$ cat src/rtl/imem_loader_if.sv
// Byte-stream input and imem write-port bundle used by imem_loader.
// master is the loader; slave is the stream source together with the imem write port.
interface imem_loader_if;
    logic        byte_valid;
    logic [7:0]  byte_data;
    logic        byte_ready;
    logic        wr_en;
    logic [31:0] wr_addr;
    logic [31:0] wr_data;

    modport master (
        input  byte_valid,
        input  byte_data,
        output byte_ready,
        output wr_en,
        output wr_addr,
        output wr_data
    );

    modport slave (
        output byte_valid,
        output byte_data,
        input  byte_ready,
        input  wr_en,
        input  wr_addr,
        input  wr_data
    );
endinterface

$ cat src/rtl/imem_loader.sv
// Imem loader: framed byte stream -> 32-bit little-endian imem writes, then HALT_WORD fill to DEPTH.
// Optional trailing XOR checksum byte when IMEM_LOADER_CHECKSUM_EN is defined.
//
// state | meaning
// IDLE  | waiting for start, core released
// HDR0  | expect count[7:0]
// HDR1  | expect count[15:8], range check
// DATA  | assembling payload words, one write per 4 bytes
// CSUM  | expect XOR of payload bytes (checksum build only)
// FILL  | writing HALT_WORD into the remaining words
// DONE  | image loaded, core released
// ERR   | load aborted, core released
module imem_loader #(
    parameter int unsigned DEPTH     = 256,
    parameter logic [31:0] BASE_ADDR = 32'h0,
    parameter logic [31:0] HALT_WORD = 32'h0000_0063,
    parameter int unsigned TIMEOUT   = 1000000
) (
    input  logic          clk,
    input  logic          rst_n,
    input  logic          start,
    imem_loader_if.master bus,
    output logic          cpu_hold,
    output logic          done,
    output logic          error
);
    typedef enum logic [2:0] {
        S_IDLE, S_HDR0, S_HDR1, S_DATA, S_CSUM, S_FILL, S_DONE, S_ERR
    } state_t;

    localparam logic [16:0] DEPTH_W  = 17'(DEPTH);
    localparam logic [31:0] TMO_LOAD = (TIMEOUT == 0) ? 32'd0 : 32'(TIMEOUT - 1);

    state_t      state;
    logic [15:0] count;
    logic [16:0] idx;
    logic [1:0]  lane;
    logic [23:0] asm_q;
    logic [31:0] tmo;
    logic        waiting;
    logic        xfer;
    logic        last_word;
    logic [15:0] hdr_count;
`ifdef IMEM_LOADER_CHECKSUM_EN
    logic [7:0]  csum;
`endif

    assign waiting        = (state == S_HDR0) || (state == S_HDR1) ||
                            (state == S_DATA) || (state == S_CSUM);
    assign bus.byte_ready = waiting;
    assign xfer           = bus.byte_valid & waiting;
    assign hdr_count      = {bus.byte_data, count[7:0]};
    assign last_word      = (idx + 17'd1) == {1'b0, count};
    assign cpu_hold       = waiting || (state == S_FILL);
    assign done           = (state == S_DONE);
    assign error          = (state == S_ERR);

    always_ff @(posedge clk or negedge rst_n) begin
        if (!rst_n) begin
            state       <= S_IDLE;
            count       <= '0;
            idx         <= '0;
            lane        <= '0;
            asm_q       <= '0;
            tmo         <= '0;
            bus.wr_en   <= 1'b0;
            bus.wr_addr <= '0;
            bus.wr_data <= '0;
`ifdef IMEM_LOADER_CHECKSUM_EN
            csum        <= '0;
`endif
        end else begin
            bus.wr_en <= 1'b0;
            case (state)
                S_IDLE, S_DONE, S_ERR: begin
                    if (start) begin
                        state <= S_HDR0;
                        idx   <= '0;
                        lane  <= '0;
                        tmo   <= TMO_LOAD;
`ifdef IMEM_LOADER_CHECKSUM_EN
                        csum  <= '0;
`endif
                    end
                end
                S_HDR0: begin
                    if (xfer) begin
                        count[7:0] <= bus.byte_data;
                        state      <= S_HDR1;
                    end
                end
                S_HDR1: begin
                    if (xfer) begin
                        count[15:8] <= bus.byte_data;
                        if ({1'b0, hdr_count} > DEPTH_W) state <= S_ERR;
                        else if (hdr_count == 16'd0)     state <= S_FILL;
                        else                             state <= S_DATA;
                    end
                end
                S_DATA: begin
                    if (xfer) begin
                        lane <= lane + 2'd1;
`ifdef IMEM_LOADER_CHECKSUM_EN
                        csum <= csum ^ bus.byte_data;
`endif
                        // 4th byte completes the word; earlier bytes shift in from the top
                        if (lane == 2'd3) begin
                            bus.wr_en   <= 1'b1;
                            bus.wr_addr <= BASE_ADDR + {13'd0, idx, 2'b00};
                            bus.wr_data <= {bus.byte_data, asm_q};
                            idx         <= idx + 17'd1;
                            if (last_word) begin
`ifdef IMEM_LOADER_CHECKSUM_EN
                                state <= S_CSUM;
`else
                                state <= S_FILL;
`endif
                            end
                        end else begin
                            asm_q <= {bus.byte_data, asm_q[23:8]};
                        end
                    end
                end
`ifdef IMEM_LOADER_CHECKSUM_EN
                S_CSUM: begin
                    if (xfer) state <= (bus.byte_data == csum) ? S_FILL : S_ERR;
                end
`endif
                S_FILL: begin
                    if (idx < DEPTH_W) begin
                        bus.wr_en   <= 1'b1;
                        bus.wr_addr <= BASE_ADDR + {13'd0, idx, 2'b00};
                        bus.wr_data <= HALT_WORD;
                        idx         <= idx + 17'd1;
                    end else begin
                        state <= S_DONE;
                    end
                end
                default: state <= S_IDLE;
            endcase

            // a transfer in the expiry cycle wins over the timeout
            if (waiting) begin
                if (xfer) begin
                    tmo <= TMO_LOAD;
                end else if (TIMEOUT != 0) begin
                    if (tmo == 32'd0) state <= S_ERR;
                    else              tmo   <= tmo - 32'd1;
                end
            end
        end
    end
endmodule

$ cat src/flat_wrapper.sv
// flat-port wrapper written by rule: the top's interface ports become plain ports
module imem_loader_flat 
#(
    parameter int unsigned DEPTH     = 256,
    parameter logic [31:0] BASE_ADDR = 32'h0,
    parameter logic [31:0] HALT_WORD = 32'h0000_0063,
    parameter int unsigned TIMEOUT   = 1000000
)
  (clk, rst_n, start, cpu_hold, done, error, bus_byte_valid, bus_byte_data, bus_byte_ready, bus_wr_en, bus_wr_addr, bus_wr_data);
  imem_loader_if bus_i ();
  input  logic clk;
  input  logic rst_n;
  input  logic start;
  output logic cpu_hold;
  output logic done;
  output logic error;
  input wire logic [$bits(bus_i.byte_valid)-1:0] bus_byte_valid;
  input wire logic [$bits(bus_i.byte_data)-1:0] bus_byte_data;
  output wire logic [$bits(bus_i.byte_ready)-1:0] bus_byte_ready;
  output wire logic [$bits(bus_i.wr_en)-1:0] bus_wr_en;
  output wire logic [$bits(bus_i.wr_addr)-1:0] bus_wr_addr;
  output wire logic [$bits(bus_i.wr_data)-1:0] bus_wr_data;
  assign bus_i.byte_valid = bus_byte_valid;
  assign bus_i.byte_data = bus_byte_data;
  assign bus_byte_ready = bus_i.byte_ready;
  assign bus_wr_en = bus_i.wr_en;
  assign bus_wr_addr = bus_i.wr_addr;
  assign bus_wr_data = bus_i.wr_data;
  imem_loader #(.DEPTH(DEPTH), .BASE_ADDR(BASE_ADDR), .HALT_WORD(HALT_WORD), .TIMEOUT(TIMEOUT)) u_core (.clk(clk), .rst_n(rst_n), .start(start), .bus(bus_i), .cpu_hold(cpu_hold), .done(done), .error(error));
endmodule
$ cat config.mk
export PLATFORM = sky130hd
export DESIGN_NAME = imem_loader_flat
export DESIGN_NICKNAME = d
export VERILOG_FILES = /design/src/rtl/imem_loader_if.sv /design/src/rtl/imem_loader.sv /design/src/flat_wrapper.sv
export SDC_FILE = /design/constraint.sdc
export NUM_CORES = 1
export LEC_CHECK = 0
export ABC_AREA = 1
export CAP_MARGIN = 20
export CORE_UTILIZATION = 30
export CTS_CLUSTER_DIAMETER = 30
export DETAILED_ROUTE_END_ITERATION = 8
export DONT_BUFFER_PORTS = 1
export GPL_TIMING_DRIVEN = 0
export PLACE_DENSITY = 0.45
export SLEW_MARGIN = 20
export SYNTH_ARGS = -nofsm -noshare
export SYNTH_HDL_FRONTEND = slang
export SYNTH_SLANG_ARGS = --single-unit
$ cat constraint.sdc
create_clock -name clk -period 2.4 [get_ports clk]
set_clock_uncertainty 0.1 [all_clocks]
set_input_delay 0.48 -clock clk [delete_from_list [all_inputs] [get_ports clk]]
set_output_delay 0.48 -clock clk [all_outputs]
set_load 0.05 [all_outputs]
After elaboration in Yosys (flattened, before gate mapping):

Cells that the tools add are included.

* add/subtract/negate cells: 3
* $lt $le $gt $ge: 2
* eq/ne operators: 13
* multiplexer cells: 38
* bitwise logic cells: 2
* reductions and logical operators: 17

Operators with widths (number)
* $mux W32: 11
* $pmux W32 S2: 2
* $mux W17: 4
* $pmux W17 S3: 1
* $mux W3: 12
* $logic_not A32 Y1: 1
* $sub A32 B1 Y32 const B: 1
* $add A17 B1 Y17 const B: 1
* $eq A17 B16 Y1: 1
* $lt A17 B9 Y1 const B: 1
* $gt A16 B9 Y1 const B: 1
* $logic_not A16 Y1: 1
* $pmux W3 S5: 1
* $eq A3 B3 Y1 const B: 4
* $eq A3 B2 Y1 const B: 2
* $ne A2 B2 Y1 const B: 3
* $reduce_and A3 Y1: 2
* $reduce_and A5 Y1: 1
* $logic_or A1 B1 Y1: 4
* $mux W2: 2
* $pmux W2 S2: 1
* $reduce_and A2 Y1: 2
* $reduce_and A4 Y1: 1
* $reduce_bool A2 Y1: 2
* 11 further kinds: 13

* bits in registers: 159
* input port bits: 12

Depth between registers and ports, before layout:

* word-level depth: 10
* depth in mapped cells: 15

Least setup slack after synthesis:

No wires, ideal clock.

* kind: flip-flop to flip-flop
* start: reg u_core.state[1]
* end: reg u_core.bus.wr_addr[10]
* setup time: 0.123 ns
* arrival time: 2.084 ns
* path slack: 0.093 ns
* cell stages (with the launch flop): 13
* path buffers: 2
* clock period less this slack: 2.307 ns
* path through: dfrtp_1 > o21bai_2 > nand2_1 > nor2_4 > o22ai_1 > nor2_4 > inv_2 > nor2_4 > inv_2 > buf_6 > buf_4 > nand2_1 > o21ai_1

* longest elaborated chain between the ends: 7

Ends and longest elaborated chain
* start, declared: line imem_loader.sv:34 `state_t state;`
* start signal, assigned: line imem_loader.sv:60 `state <= S_IDLE;`
* start signal, assigned: line imem_loader.sv:77 `state <= S_HDR0;`
* start signal, assigned: line imem_loader.sv:89 `state <= S_HDR1;`
* $eq A3 B1 Y1 or $eq A3 B2 Y1 (tied branches): line imem_loader.sv:48 `assign waiting = (state == S_HDR0) || (state == S_HDR1) ||`
* $logic_or A1 B1 Y1 (2 in series): line imem_loader.sv:48
* $logic_or A1 B1 Y1: line imem_loader.sv:49 `(state == S_DATA) || (state == S_CSUM);`
* $and A1 B1 Y1: line imem_loader.sv:51 `assign xfer = bus.byte_valid & waiting;`
* $ne A2 B1 Y1 (no source line)
* $reduce_and A4 Y1 (no source line)
* end signal, assigned: line imem_loader.sv:109 `bus.wr_addr <= BASE_ADDR + {13'd0, idx, 2'b00};`
* end signal, assigned: line imem_loader.sv:132 `bus.wr_addr <= BASE_ADDR + {13'd0, idx, 2'b00};`
* end, declared: line imem_loader_if.sv:16 `output wr_addr,`

Parallel ways exist; a longest one is shown, timed or not.
A chain may end at the register's enable or synchronous reset.

Final worst setup path:

* start: reg u_core.state[0]
* end: out done

* longest elaborated chain between the ends: 1

Ends and longest elaborated chain
* $eq A3 B3 Y1: line imem_loader.sv:55 `assign done = (state == S_DONE);`
* end, declared: line flat_wrapper.sv:15 `output logic done;`

No other way between the ends.

==> metrics.md <==
| Metric | Value |
|---|---|
| Status | finished with violations |
| Violated checks | hold timing |
| Synthesized instance count | 971 |
| Rel. slew slack | 0.342 |
| Commonest cells in the netlist | nand2_1, dfrtp_1, nand3_1 |
| Initial core utilization | 0.309 |
| Via/cell ratio | between 4 and 5 |
| Met2 routed WL | roughly 9.2 mm |
| Wire length per cell | about 15 um |
| Setup TNS | 0 ns |
| XOR/XNOR share of the synthesized area | 0.00239 |
| Ys Warns | 0 |
| PortBufs | 0 |
| Setup Crit Path Kind | flip-flop to output pin |
| Clk pwr share | 0.231 |
| Share of layout cells above drive strength 1 | 0.115 |
| Post-synthesis simple-gate area fraction | 0.309 |
| Layout Nets | about 1000 |
| Highest Signal Layer | met4 |
| Row count | 56 |
| CTS tree | yes |
| Synth Area in Adders | 0.00682 |
| Worst setup SP type | flip-flop |
| Cell Area, Synth | between 7000 and 8000 sq um |
| WHS | -0.348 ns |
| Vias post-DR | 6316 |
| CP endpoint kind | output pin |
| P_sw | 5.32 mW |
| Post-DP HPWL | approximately 15 mm |
| Critical path required time | approximately 1.8 ns |
| Gpl congestion | around 0.84 |
| Slew Limit Fails | 0 |
| Clock slew at reported path FFs | ~0.060 ns |
| Post-synthesis mux area share | 0 |
| Max IR drop VDD | between 0.0006 and 0.0007 V |
| # IOs | just over 80 |
| Period utilization | 0.974 |
| Post-synth EDFFs | 0 |
| Antenna-violating nets left | 0 |
| Vias in the first global route | a little over 6000 |
| Initial DRC Count | 383 |
| Yosys reg bits | around 140 |
| Syn avg cell area | about 7.6 sq um |
| Seq pwr share | 0.460 |
| P&R area growth vs syn | 17.0% |
| Sequential-to-total area share from yosys stat | 0.491 |
| Total core area | about 24000 sq um |
| CTS Buffer Depth | 2 |
| Grt ovf | 0 |
| Setup violators final | 0 |
| Yosys top cell by area | dfrtp_1 |
| Final hold vios | 144 |
| Flop2flop setup slack | around 0.17 ns |
| Worst skew pair latency | roughly 0.42 ns |
| Synth area leaders | dfrtp_1, nand2_1, nand3_1, nor2_1, inv_1 |
| Async set-reset flop share out of synthesis | 1.00 |
| Clk sinks | ~140 |
| Initial antenna violation count | 0 |
| Power density over the cells | 1290 nW/um^2 |
| P_leak | ~4.1 nW |
| DRC | 0 |
| Htree depth | 4 |
| Synth Area in Compound Gates | 0.101 |
| Worst-margin pin slew | around 1 ns |
| Combinational family with the most area after synthesis | simple AND/OR/NAND/NOR gates |
| Int Power | 5.77 mW |
| Synth Flop Type | dfrtp_1 |
| Largest net degree at the start of global routing | about 150 |
| All-Layer GR Usage | 0.176 |
| WP data arrival | approximately 1.8 ns |
| Sw Share | 0.480 |
| Die height | 158 um |
| Largest fanout on the critical path | 3 |
| Share of the synthesized area in the top cell type | 0.491 |
| Comb pwr share | 0.309 |
| Min Tclk post-route | ~2.3 ns |
| Met1 WL | 10.4 mm |
| Worst Hold Class | primary input to async pin |
| CTS Buf Count | 17 |
| Post-synth cell types | 37 |
| Die Footprint | about 25000 sq um |
| First-pass GRT wire length | 33.7 mm |
| Fmax | around 0.43 GHz |
| DIE WIDTH | around 160 um |
| Max cap viols | 0 |
| Met3 wire len | 1.04 mm |
| Root buf cell | clkbuf_16 |
| Ant diodes | 0 |
| Top-count cell post-synth | nand2_1 |
| Final WL | around 21 mm |
| First-pass DRT Iterations | 5 |
critical path: stages (launching register included):
cell	delay, ns
dfrtp_1	0.43
buf_4	0.16
nor2_1	0.74
timing repair:
action,4_1_cts,5_1_grt
pin swaps,6,7
hold endpoints to repair,144,144
gates resized for setup,18,33
gates cloned,0,0
endpoints found under the setup margin,112,88
setup buffers,7,6
state kept, by name (all words and copies together), names as in the netlist:
register            cells
u_core.bus.wr_data     32
u_core.state            3
u_core.asm_q           24
u_core.bus.wr_en        1
u_core.tmo             32
u_core.bus.wr_addr     17
u_core.lane             2
u_core.count           16
u_core.idx             17
final timing paths:
path,from,endpoint,cells past startpoint
max in group asynchronous,rst_n,u_core.idx[0],0
min reg2reg,u_core.asm_q[6],u_core.asm_q[6],2
min,rst_n,u_core.bus.wr_en,0
max,u_core.state[0],done,2
min in group clk,bus_byte_data[5],u_core.count[13],2
max reg2reg,u_core.idx[9],u_core.bus.wr_data[17],14
metal layers:
metal  GRT usage  vias up
met4      0.0485        0
met3      0.0357       15
met2       0.270      120
li1            -     3219
met5           0        -
met1       0.251     2962
cells in the final DEF, fill, tap and decap left out, types with 4 or more instances in the layout:
master,Yosys,layout
a21oi_1,23,23
o21ai_1,13,13
o22ai_1,17,17
buf_2,9,4
dfrtp_1,144,141
nor2_1,103,94
nor3_1,9,7
nand4_1,12,12
inv_6,0,4
o211ai_1,4,4
nand2_1,277,272
inv_1,102,98
nand3b_1,6,6
clkinvlp_4,0,4
nand2_2,1,4
nand3_1,109,107
buf_6,3,6
clkbuf_16,0,17
nor4_1,5,5
clkinv_2,0,5
or2_2,4,4
clkbuf_1,11,10
nor2_2,0,8
inv_2,6,9
nor2_4,3,4
ha_1,4,4
o21ai_0,71,70
conb_1,1,15
buf_4,16,30
through the flow:
stage | instances | worst slack (ns) | util | area (sq um) | total power [mW]
global placement | 1304 | -0.714 | 0.328 | 7790 | 8.27
floorplan | 985 | 0.0935 | - | 7390 | 7.25
global route | 1348 | -0.00273 | 0.362 | 8590 | 11.8
finish | 1348 | 0.0618 | 0.362 | 8590 | 11.1
detailed placement | 1304 | -0.682 | 0.328 | 7790 | 8.29
CTS | 1343 | 0.00258 | 0.356 | 8450 | 11.1
power groups by stage:
stage | clock, mW | combinational [mW] | sequential (mW)
after floorplan | 0 | 2.33 | 4.92
after global placement | 0 | 3.13 | 5.14
after detailed placement | 0 | 3.15 | 5.14
after CTS | 2.62 | 3.35 | 5.10
after global routing | 2.72 | 3.87 | 5.22
final | 2.56 | 3.43 | 5.10
cell type report:
type | instances | area (sq um)
Fill cell | 2508 | 15200
Sequential cell | 144 | 3610
Multi-Input combinational cell | 691 | 3240
Inverter | 110 | 420
Clock buffer | 20 | 447
Buffer | 39 | 268
Timing Repair Buffer | 13 | 97.6
Tap cell | 319 | 399
Clock inverter | 12 | 110
kinds of logic (layout without fill, tap and decap cells):
family / after synthesis / in the layout
buffers and inverters: 150 / 194
DFF: 144 / 144
xor gates and xnor gates: 2 / 2
and+or+nand+nor: 533 / 533
AOI/OAI and AO/OA: 137 / 137
other: 1 / 15
adders and majority gates: 4 / 4
Power figures use the tool's default switching activity.
